File: src/rtl/invaders_video_fetch.sv
// Space Invaders video fetch stage: raster counters, bitmap/colour-PROM fetch,
// LSB-first pixel shifter, sync/blank flags and the two per-frame CPU interrupts.
// Everything runs on Clock and advances only on ce_pix, except that an
// in-flight RAM fetch always runs to completion.
module invaders_video_fetch #(
   parameter int          H_TOTAL      = 320,
   parameter int          H_ACTIVE     = 256,
   parameter int          V_TOTAL      = 262,
   parameter int          V_ACTIVE     = 224,
   parameter int          HS_START     = 272,
   parameter int          HS_END       = 304,
   parameter int          VS_START     = 234,
   parameter int          VS_END       = 237,
   parameter logic [15:0] VRAM_BASE    = 16'h2400,
   // Lines at which the RST 1 / RST 2 strobes fire (arcade values by default)
   parameter int          IRQ_MID_LINE = 96,
   parameter int          IRQ_END_LINE = 224
) (
   input  logic        Clock,
   input  logic        Reset,
   input  logic        ce_pix,
   output logic [15:0] Ram_Addr,
   output logic        Ram_req,
   input  logic [7:0]  Ram_out,
   output logic [10:0] color_prom_addr,
   input  logic [7:0]  color_prom_out,
   output logic        pixel,
   output logic [2:0]  color,
   output logic        hsync,
   output logic        vsync,
   output logic        hblank,
   output logic        vblank,
   output logic        irq_mid,
   output logic        irq_end
);

   // Raster constants narrowed to counter width once, so compares stay 9 bit
   localparam logic [8:0] LP_H_LAST  = 9'(H_TOTAL - 1);
   localparam logic [8:0] LP_V_LAST  = 9'(V_TOTAL - 1);
   localparam logic [8:0] LP_H_EOL   = 9'(H_TOTAL - 4);
   localparam logic [8:0] LP_H_ACT   = 9'(H_ACTIVE);
   localparam logic [8:0] LP_V_ACT   = 9'(V_ACTIVE);
   localparam logic [8:0] LP_HS_S    = 9'(HS_START);
   localparam logic [8:0] LP_HS_E    = 9'(HS_END);
   localparam logic [8:0] LP_VS_S    = 9'(VS_START);
   localparam logic [8:0] LP_VS_E    = 9'(VS_END);
   localparam logic [8:0] LP_IRQ_MID = 9'(IRQ_MID_LINE);
   localparam logic [8:0] LP_IRQ_END = 9'(IRQ_END_LINE);

   typedef enum logic [1:0] {
      ST_IDLE = 2'd0,
      ST_ADDR = 2'd1,
      ST_DATA = 2'd2
   } fetch_state_t;

   fetch_state_t r_state;

   logic [8:0]  r_hcount;
   logic [8:0]  r_vcount;
   logic        r_hblank;
   logic        r_vblank;
   logic        r_hsync;
   logic        r_vsync;
   logic        r_irq_mid;
   logic        r_irq_end;
   logic [15:0] r_ram_addr;
   logic        r_ram_req;
   logic [10:0] r_prom_addr;
   logic [7:0]  r_hold_byte;
   logic [2:0]  r_hold_col;
   logic [7:0]  r_shift;
   logic [2:0]  r_color;

   logic        w_h_wrap;
   logic [8:0]  w_h_next;
   logic [8:0]  w_v_plus1;
   logic [8:0]  w_v_next;
   logic [6:0]  w_col_sum;
   logic        w_trig_eol;
   logic        w_trig_mid;
   logic [8:0]  w_tgt_line;
   logic [4:0]  w_tgt_col;
   logic        w_fetch_go;
   logic [15:0] w_fetch_addr;
   logic        w_load;
   logic        w_unused_prom;

   // Only the low three PROM bits carry colour
   assign w_unused_prom = ^color_prom_out[7:3];

   // Next raster position, fetch trigger/target and shifter load decision
   always_comb begin
      w_h_wrap   = (r_hcount == LP_H_LAST);
      w_h_next   = w_h_wrap ? 9'd0 : r_hcount + 9'd1;
      w_v_plus1  = (r_vcount == LP_V_LAST) ? 9'd0 : r_vcount + 9'd1;
      w_v_next   = w_h_wrap ? w_v_plus1 : r_vcount;
      // Column whose first pixel lies 4 pixels ahead of the new position
      w_col_sum  = {1'b0, w_h_next[8:3]} + 7'd1;
      // Near end of line the fetch looks ahead to column 0 of the next line
      w_trig_eol = (w_h_next == LP_H_EOL);
      w_trig_mid = (w_h_next[2:0] == 3'd4) && (w_col_sum < 7'd32) && !w_trig_eol;
      if (w_trig_eol) begin
         w_tgt_line = w_v_plus1;
         w_tgt_col  = 5'd0;
      end else begin
         w_tgt_line = w_v_next;
         w_tgt_col  = w_col_sum[4:0];
      end
      w_fetch_go   = ce_pix && (w_trig_eol || w_trig_mid) && (w_tgt_line < LP_V_ACT);
      w_fetch_addr = VRAM_BASE + {2'b00, w_tgt_line, 5'b00000} + {11'd0, w_tgt_col};
      w_load       = (w_h_next[2:0] == 3'd0) && (w_h_next < LP_H_ACT);
   end

   // Raster counters and the flags that are registered alongside them
   always_ff @(posedge Clock or posedge Reset) begin
      if (Reset) begin
         r_hcount <= 9'd0;
         r_vcount <= 9'd0;
         r_hblank <= 1'b0;
         r_vblank <= 1'b0;
         r_hsync  <= 1'b0;
         r_vsync  <= 1'b0;
      end else if (ce_pix) begin
         r_hcount <= w_h_next;
         r_vcount <= w_v_next;
         r_hblank <= (w_h_next >= LP_H_ACT);
         r_vblank <= (w_v_next >= LP_V_ACT);
         r_hsync  <= (w_h_next >= LP_HS_S) && (w_h_next < LP_HS_E);
         r_vsync  <= (w_v_next >= LP_VS_S) && (w_v_next < LP_VS_E);
      end
   end

   // Single-Clock interrupt strobes when the raster enters column 0 of the IRQ lines
   always_ff @(posedge Clock or posedge Reset) begin
      if (Reset) begin
         r_irq_mid <= 1'b0;
         r_irq_end <= 1'b0;
      end else begin
         r_irq_mid <= ce_pix && (w_h_next == 9'd0) && (w_v_next == LP_IRQ_MID);
         r_irq_end <= ce_pix && (w_h_next == 9'd0) && (w_v_next == LP_IRQ_END);
      end
   end

   // Fetch FSM: one address cycle, one data cycle, then release the RAM port
   always_ff @(posedge Clock or posedge Reset) begin
      if (Reset) begin
         r_state     <= ST_IDLE;
         r_ram_addr  <= VRAM_BASE;
         r_ram_req   <= 1'b0;
         r_prom_addr <= 11'd0;
         r_hold_byte <= 8'd0;
         r_hold_col  <= 3'd0;
      end else begin
         case (r_state)
            ST_IDLE: begin
               if (w_fetch_go) begin
                  r_ram_addr  <= w_fetch_addr;
                  r_prom_addr <= {w_fetch_addr[12:7], w_fetch_addr[4:0]};
                  r_ram_req   <= 1'b1;
                  r_state     <= ST_ADDR;
               end
            end
            ST_ADDR: begin
               // RAM and PROM register the address on this edge
               r_state <= ST_DATA;
            end
            ST_DATA: begin
               r_hold_byte <= Ram_out;
               r_hold_col  <= color_prom_out[2:0];
               r_ram_req   <= 1'b0;
               r_state     <= ST_IDLE;
            end
            default: begin
               r_ram_req <= 1'b0;
               r_state   <= ST_IDLE;
            end
         endcase
      end
   end

   // Pixel shifter: load at each 8-pixel group start in the active area, else shift right
   always_ff @(posedge Clock or posedge Reset) begin
      if (Reset) begin
         r_shift <= 8'd0;
         r_color <= 3'd0;
      end else if (ce_pix) begin
         if (w_load) begin
            r_shift <= r_hold_byte;
            r_color <= r_hold_col;
         end else begin
            r_shift <= {1'b0, r_shift[7:1]};
         end
      end
   end

   assign Ram_Addr        = r_ram_addr;
   assign Ram_req         = r_ram_req;
   assign color_prom_addr = r_prom_addr;
   assign pixel           = r_shift[0] & ~r_hblank & ~r_vblank;
   assign color           = r_color;
   assign hsync           = r_hsync;
   assign vsync           = r_vsync;
   assign hblank          = r_hblank;
   assign vblank          = r_vblank;
   assign irq_mid         = r_irq_mid;
   assign irq_end         = r_irq_end;

endmodule

File: config.mk
export PLATFORM = sky130hd
export DESIGN_NAME = invaders_video_fetch
export DESIGN_NICKNAME = d
export VERILOG_FILES = /design/src/rtl/invaders_video_fetch.sv
export SDC_FILE = /design/constraint.sdc
export NUM_CORES = 1
export LEC_CHECK = 0
export ABC_AREA = 1
export CORE_MARGIN = 2
export CORE_UTILIZATION = 42
export DETAILED_ROUTE_END_ITERATION = 8
export HOLD_SLACK_MARGIN = 0.12
export PLACE_DENSITY = 0.73
export SETUP_SLACK_MARGIN = 0.5
export SLEW_MARGIN = 30
export SYNTH_ARGS = -nofsm -noshare
export SYNTH_HDL_FRONTEND = slang
export SYNTH_SLANG_ARGS = --single-unit
export TNS_END_PERCENT = 50
File: constraint.sdc
create_clock -name Clock -period 3.4 [get_ports Clock]
set_input_delay 0.68 -clock Clock [delete_from_list [all_inputs] [get_ports Clock]]
set_output_delay 0.68 -clock Clock [all_outputs]
set_load 0.02 [all_outputs]
==> run summary, run 1 <==
chip height: 97.0 um
post-route ant nets: 0
setup ws final: 682 ps
DR vias/cell: 5.00
HP Start: r_hold_col[1]
area grow syn2layout: 23.4%
row count: 33
NumNets Final: 542
RR Startpoint: r_hcount[0]
DRC viols: 0
Synth Area in XOR/XNOR: 0.00482
Leak Pwr: 2.13 nW
syn_area_per_cell: 7.76 um^2
CP endpoint kind: flip-flop
Simple-Gate Fraction of Synth Area: 0.309
Worst Tran Pin Value: 509 ps
Mapped Area: 3630 um^2
Critical Path AT: 2950 ps
CTS tree: done
pre-CTS setup slack: 544 ps
Synth Area in Adders: 0.0172
Worst Hold Class: flip-flop to flip-flop
sequential-to-total area share from yosys stat: 0.448
Clock transition at path regs: 70 ps
vias after detailed routing: 3141
post-synthesis mux area share: 0.0341
CTS Hold Bufs: 0
most frequent cells in the layout: nand2_1, dfrtp_1, clkdlybuf4s50_1
RSZ-0062 raised after global routing: true
synthesized flop and latch total: 65
H-tree levels: 3
share of post-route cells with drive strength above 1: 0.136
first drt pass iteration count: 4
Setup Skew: 6.42 ps
total I/O pin count: 57
post-synthesis compound-gate area fraction: 0.0864
Inst Count DP: 604
Worst Setup Path Type: flip-flop to flip-flop
fillers: 801
dpl hpwl: 5.64 mm
fin cells: 628
first-pass GRT wire length: 13.7 mm
CTS buffer count: 9
run status: finished, final reports clean
die span in x: 97.0 um
maximum clock rate: 368 MHz
Die ar.: 9410 um^2
critical path required time: 3630 ps
clk root buf: clkbuf_8
Sink Count: 65
syn_nets: 492
overall routing resource usage: 0.177
Warnings, synthesis: 0
max cap viols: 0
final cycle utilization of the critical path: 0.799
# setup viols final: 0
startpoint type of the worst setup path: flip-flop
Initial Util: 0.438
Tmin final: 2720 ps
Worst Setup SP: r_hcount[0]
most common library cell in the layout ignoring fill and taps: nand2_1
initial DRC count: 120
PwrDens: 635 nW/um^2
Clock Latency Late Sink: 340 ps
crit-path max FO: 18
Max VDD drop: 0.289 mV
initial antenna violation count: 0
I/O Buffers: 50
Fin Hold WS: 467 ps
global route total overflow: 0
Final TNS setup: 0 ps
GP Congestion: 0.853
final wirelength: 8.07 mm
Diodes inserted: 0
Synth Instances: 468
Pins Over Slew Limit: 0
vias in the first global route: 2915
core area: 8300 um^2
Netlist cell types: 35
largest net degree at the start of global routing: 66
clk buf depth: 2
largest family of logic cells by synthesized area: simple AND/OR/NAND/NOR gates
Final Hold Vio Count: 0
drt wl/cell: 12.9 um
Max transition margin: 0.657
==> report_power, final <==
group | total (mW) | switching [mW] | internal (mW) | leakage (nW)
combinational | 0.973 | 0.548 | 0.425 | 1.19
sequential | 1.15 | 0.155 | 0.999 | 0.835
clock | 0.723 | 0.290 | 0.433 | 0.108
==> critical path, stage by stage, from the launching register on <==
cell and delay, ps:
dfrtp_1 410, ha_1 260, nand2_2 120, nor2_1 80, nand2_2 110, nand2_1 110
nor2_4 120, inv_2 70, nor2_4 170, nand2_8 110, nand2_1 80, nand2_1 100
ha_2 230, a21oi_4 190, buf_4 160, nand3_4 130, nand2_1 90, nand2_1 50
==> final timing paths <==
kind	end	slack (ps)	depth (start not counted)
max in group asynchronous	Ram_Addr[13]	2360	3
setup reg to reg	Ram_Addr[8]	680	17
hold reg to reg	color[1]	470	2
setup / recovery	Ram_Addr[8]	680	17
min in group asynchronous	r_hold_col[2]	720	3
hold / removal	color[1]	470	2
==> flip-flops by register name (all words and copies together), names as in the netlist, 2 cells and up <==
register,cells
color,3
r_vcount,9
Ram_Addr,15
r_shift,8
r_state,2
r_hold_byte,8
r_hcount,9
r_hold_col,3
==> per-stage QoR <==
step / instance area [um^2] / utilization / total power, mW
after detailed placement: 4180 / 0.504 / 2.12
after global routing: 4480 / 0.540 / 3.05
final: 4480 / 0.540 / 2.85
after floorplan: 3630 / - / 1.78
after CTS: 4390 / 0.529 / 2.86
after global placement: 4180 / 0.504 / 2.08
==> cell usage after synthesis, drive strengths merged <==
cell type | instances | area (um^2)
a21oi | 12 | 71.3
nand2 | 146 | 571
clkinv | 2 | 7.51
nor3 | 7 | 35.0
nand4 | 17 | 106
nand3b | 6 | 45.0
clkbuf | 10 | 37.5
xnor2 | 1 | 8.76
xor2 | 1 | 8.76
dfstp | 2 | 52.6
o31ai | 1 | 7.51
nand3 | 29 | 173
nor2 | 35 | 173
buf | 16 | 114
o21bai | 2 | 15.0
mux2 | 11 | 124
ha | 5 | 62.6
dfrtp | 63 | 1580
conb | 1 | 3.75
or2 | 3 | 18.8
inv | 54 | 203
o21ai | 44 | 220
==> cells by family (layout without fill, tap and decap cells) <==
group / Yosys count / count (layout)
buffers and inverters: 82 / 135
and+or+nand+nor: 243 / 245
adders and majority gates: 5 / 5
muxes: 11 / 11
DFF: 65 / 65
other: 1 / 1
AOI/OAI and AO/OA: 59 / 59
xor gates and xnor gates: 2 / 2
==> area by class of cell <==
type / count / area (um^2) / share of cell area
flip-flops and latches: 65 / 1630 / 0.363
clock buffers: 13 / 149 / 0.0332
multi-input cells: 323 / 1690 / 0.376
repair buffers: 63 / 611 / 0.136
clock inverters: 3 / 65.1 / 0.0145
inverters: 56 / 213 / 0.0474
well taps: 105 / 131 / 0.0293
==> layer usage <==
layer	global-route usage	part of all wire	routed length, um
met2	0.274	0.46	3690
met4	0.0639	0.015	124
met5	0	0	0
met3	0.0347	0.051	413
met1	0.248	0.48	3850
==> what timing repair did <==
item                                    4_1_cts  5_1_grt
resized for setup                             0        7
endpoints found under the setup margin        0       18
buffers inserted                              0        6
(Power assumes the default switching activity.)
==> inputs of run 2 (changes only) <==
==> constraint.sdc (replaced) <==
create_clock -name Clock -period 2.7 [get_ports Clock]
set_input_delay 0.54 -clock Clock [delete_from_list [all_inputs] [get_ports Clock]]
set_output_delay 0.54 -clock Clock [all_outputs]
set_load 0.02 [all_outputs]
==> run summary, run 2 (synthesis results as in run 1) <==
Diodes inserted: 0
DR vias/cell: 5.10
Clock Latency Late Sink: 350 ps
register area: 1630 um^2
area grow syn2layout: 35.0%
DRC viols: 0
# setup viols final: 0
largest net degree at the start of global routing: 37
run status: finished, final reports clean
NumNets Final: 568
crit-path max FO: 6
Tmin final: 2340 ps
clk buf depth: 2
startpoint type of the worst setup path: flip-flop
Die ar.: 9410 um^2
drt wl/cell: 13.4 um
CTS buffer count: 9
final wirelength: 8.74 mm
PwrDens: 760 nW/um^2
dpl hpwl: 5.66 mm
final design utilization: 0.591
Setup Skew: 11.5 ps
post-route ant nets: 0
vias after detailed routing: 3334
CP endpoint kind: flip-flop
chip height: 97.0 um
Sink Count: 65
fillers: 742
clk root buf: clkbuf_8
Critical Path AT: 2570 ps
H-tree levels: 3
GP Congestion: 0.876
initial antenna violation count: 0
die span in x: 97.0 um
maximum clock rate: 428 MHz
r2r setup slk: 360 ps
CTS Hold Bufs: 0
footprint of the multi-input gates: 1870 um^2
Worst Tran Pin Value: 635 ps
vias in the first global route: 3261
Final Hold Vio Count: 0
most common library cell in the layout ignoring fill and taps: nand2_1
Worst Setup Path Type: flip-flop to flip-flop
Max VDD drop: 0.387 mV
Worst Hold Class: flip-flop to flip-flop
most frequent cells in the layout: nand2_1, dfrtp_1, clkdlybuf4s50_1
Placed Area: 4240 um^2
Pins Over Slew Limit: 0
initial DRC count: 199
Initial Util: 0.438
RSZ-0062 raised after global routing: true
I/O Buffers: 50
Final TNS setup: 0 ps
Fin Hold WS: 470 ps
share of post-route cells with drive strength above 1: 0.250
core area: 8300 um^2
Finished Cell Area: 4900 um^2
first drt pass iteration count: 4
row count: 33
total power: 3.73 mW
Leak Pwr: 2.28 nW
setup ws final: 362 ps
Largest register FFs: 15
CTS tree: done
first-pass GRT wire length: 15.3 mm
Clock transition at path regs: 70 ps
fin cells: 654
Inst Count DP: 608
pre-CTS setup slack: 50.3 ps
final cycle utilization of the critical path: 0.866
critical path required time: 2930 ps
total I/O pin count: 57
global route total overflow: 0
Max transition margin: 0.576
max cap viols: 0
overall routing resource usage: 0.198
[run 2: cell types whose count changed in the layout (fill, tap and decap cells not counted), moves of 4 or more]
cell	delta
dfrtp_1	-4
nand2_4	+4
dfrtp_2	+4
nand2_2	+16
nand3_1	-4
nand2_1	-20
buf_4	+16
buf_6	+6
[run 2: layout make-up]
type	count	area share
inverters	56	0.0464
flip-flops and latches	65	0.333
multi-input cells	324	0.382
repair buffers	88	0.173
clock inverters	5	0.00816
clock buffers	11	0.0309
well taps	105	0.0268
[run 2: power by group]
| part | switching (mW) | total [mW] | internal (mW) |
|---|---|---|---|
| sequential | 0.211 | 1.47 | 1.26 |
| clock | 0.407 | 0.793 | 0.386 |
| combinational | 0.780 | 1.46 | 0.684 |
| total | 1.40 | 3.73 | 2.33 |
[run 2: worst max-delay path, cell delays in order (launching register included)]
cell	delay, ps
dfrtp_1	420
ha_4	200
nand2_8	100
nor2_4	60
nand3_2	90
nand2_4	60
nor2_4	120
inv_2	60
nor2_4	140
nand2_4	90
buf_6	140
nand2_1	60
nand2_2	90
a21oi_4	170
buf_12	150
nand3_4	110
nand2_1	100
nand2_1	50
[run 2: timing repair]
| action | in CTS | in global routing |
|---|---|---|
| buffers inserted | 25 | 1 |
| gates resized for setup | 49 | 15 |
| endpoints found under the setup margin | 22 | 23 |
| pin swaps | 23 | 16 |
| gates cloned | 4 | 0 |
[run 2: final timing paths]
kind / startpoint / end / cells past startpoint
max in group asynchronous: Reset / r_hcount[5] / 3
setup reg to reg: r_hcount[1] / Ram_Addr[5] / 17
min in group asynchronous: Reset / Ram_Addr[3] / 2
hold reg to reg: r_hold_col[2] / color[2] / 2
hold / removal: r_hold_col[2] / color[2] / 2
setup / recovery: r_hcount[1] / Ram_Addr[5] / 17
[run 2: metal layers]
layer,vias up,GRT usage,wire (um)
li1,1666,-,-
met1,1554,0.256,3970
met2,96,0.330,4200
met3,18,0.0405,402
met4,0,0.0672,170
met5,-,0,0
==> inputs of run 3 (changes only) <==
--- a/config.mk
+++ b/config.mk
@@ -12,7 +12,7 @@
 export HOLD_SLACK_MARGIN = 0.12
 export PLACE_DENSITY = 0.73
 export SETUP_SLACK_MARGIN = 0.5
-export SLEW_MARGIN = 30
+export SLEW_MARGIN = 10
 export SYNTH_ARGS = -nofsm -noshare
 export SYNTH_HDL_FRONTEND = slang
 export SYNTH_SLANG_ARGS = --single-unit
==> results of run 3 <==
The final DEF is identical to that of run 2; final timing and power are the same.
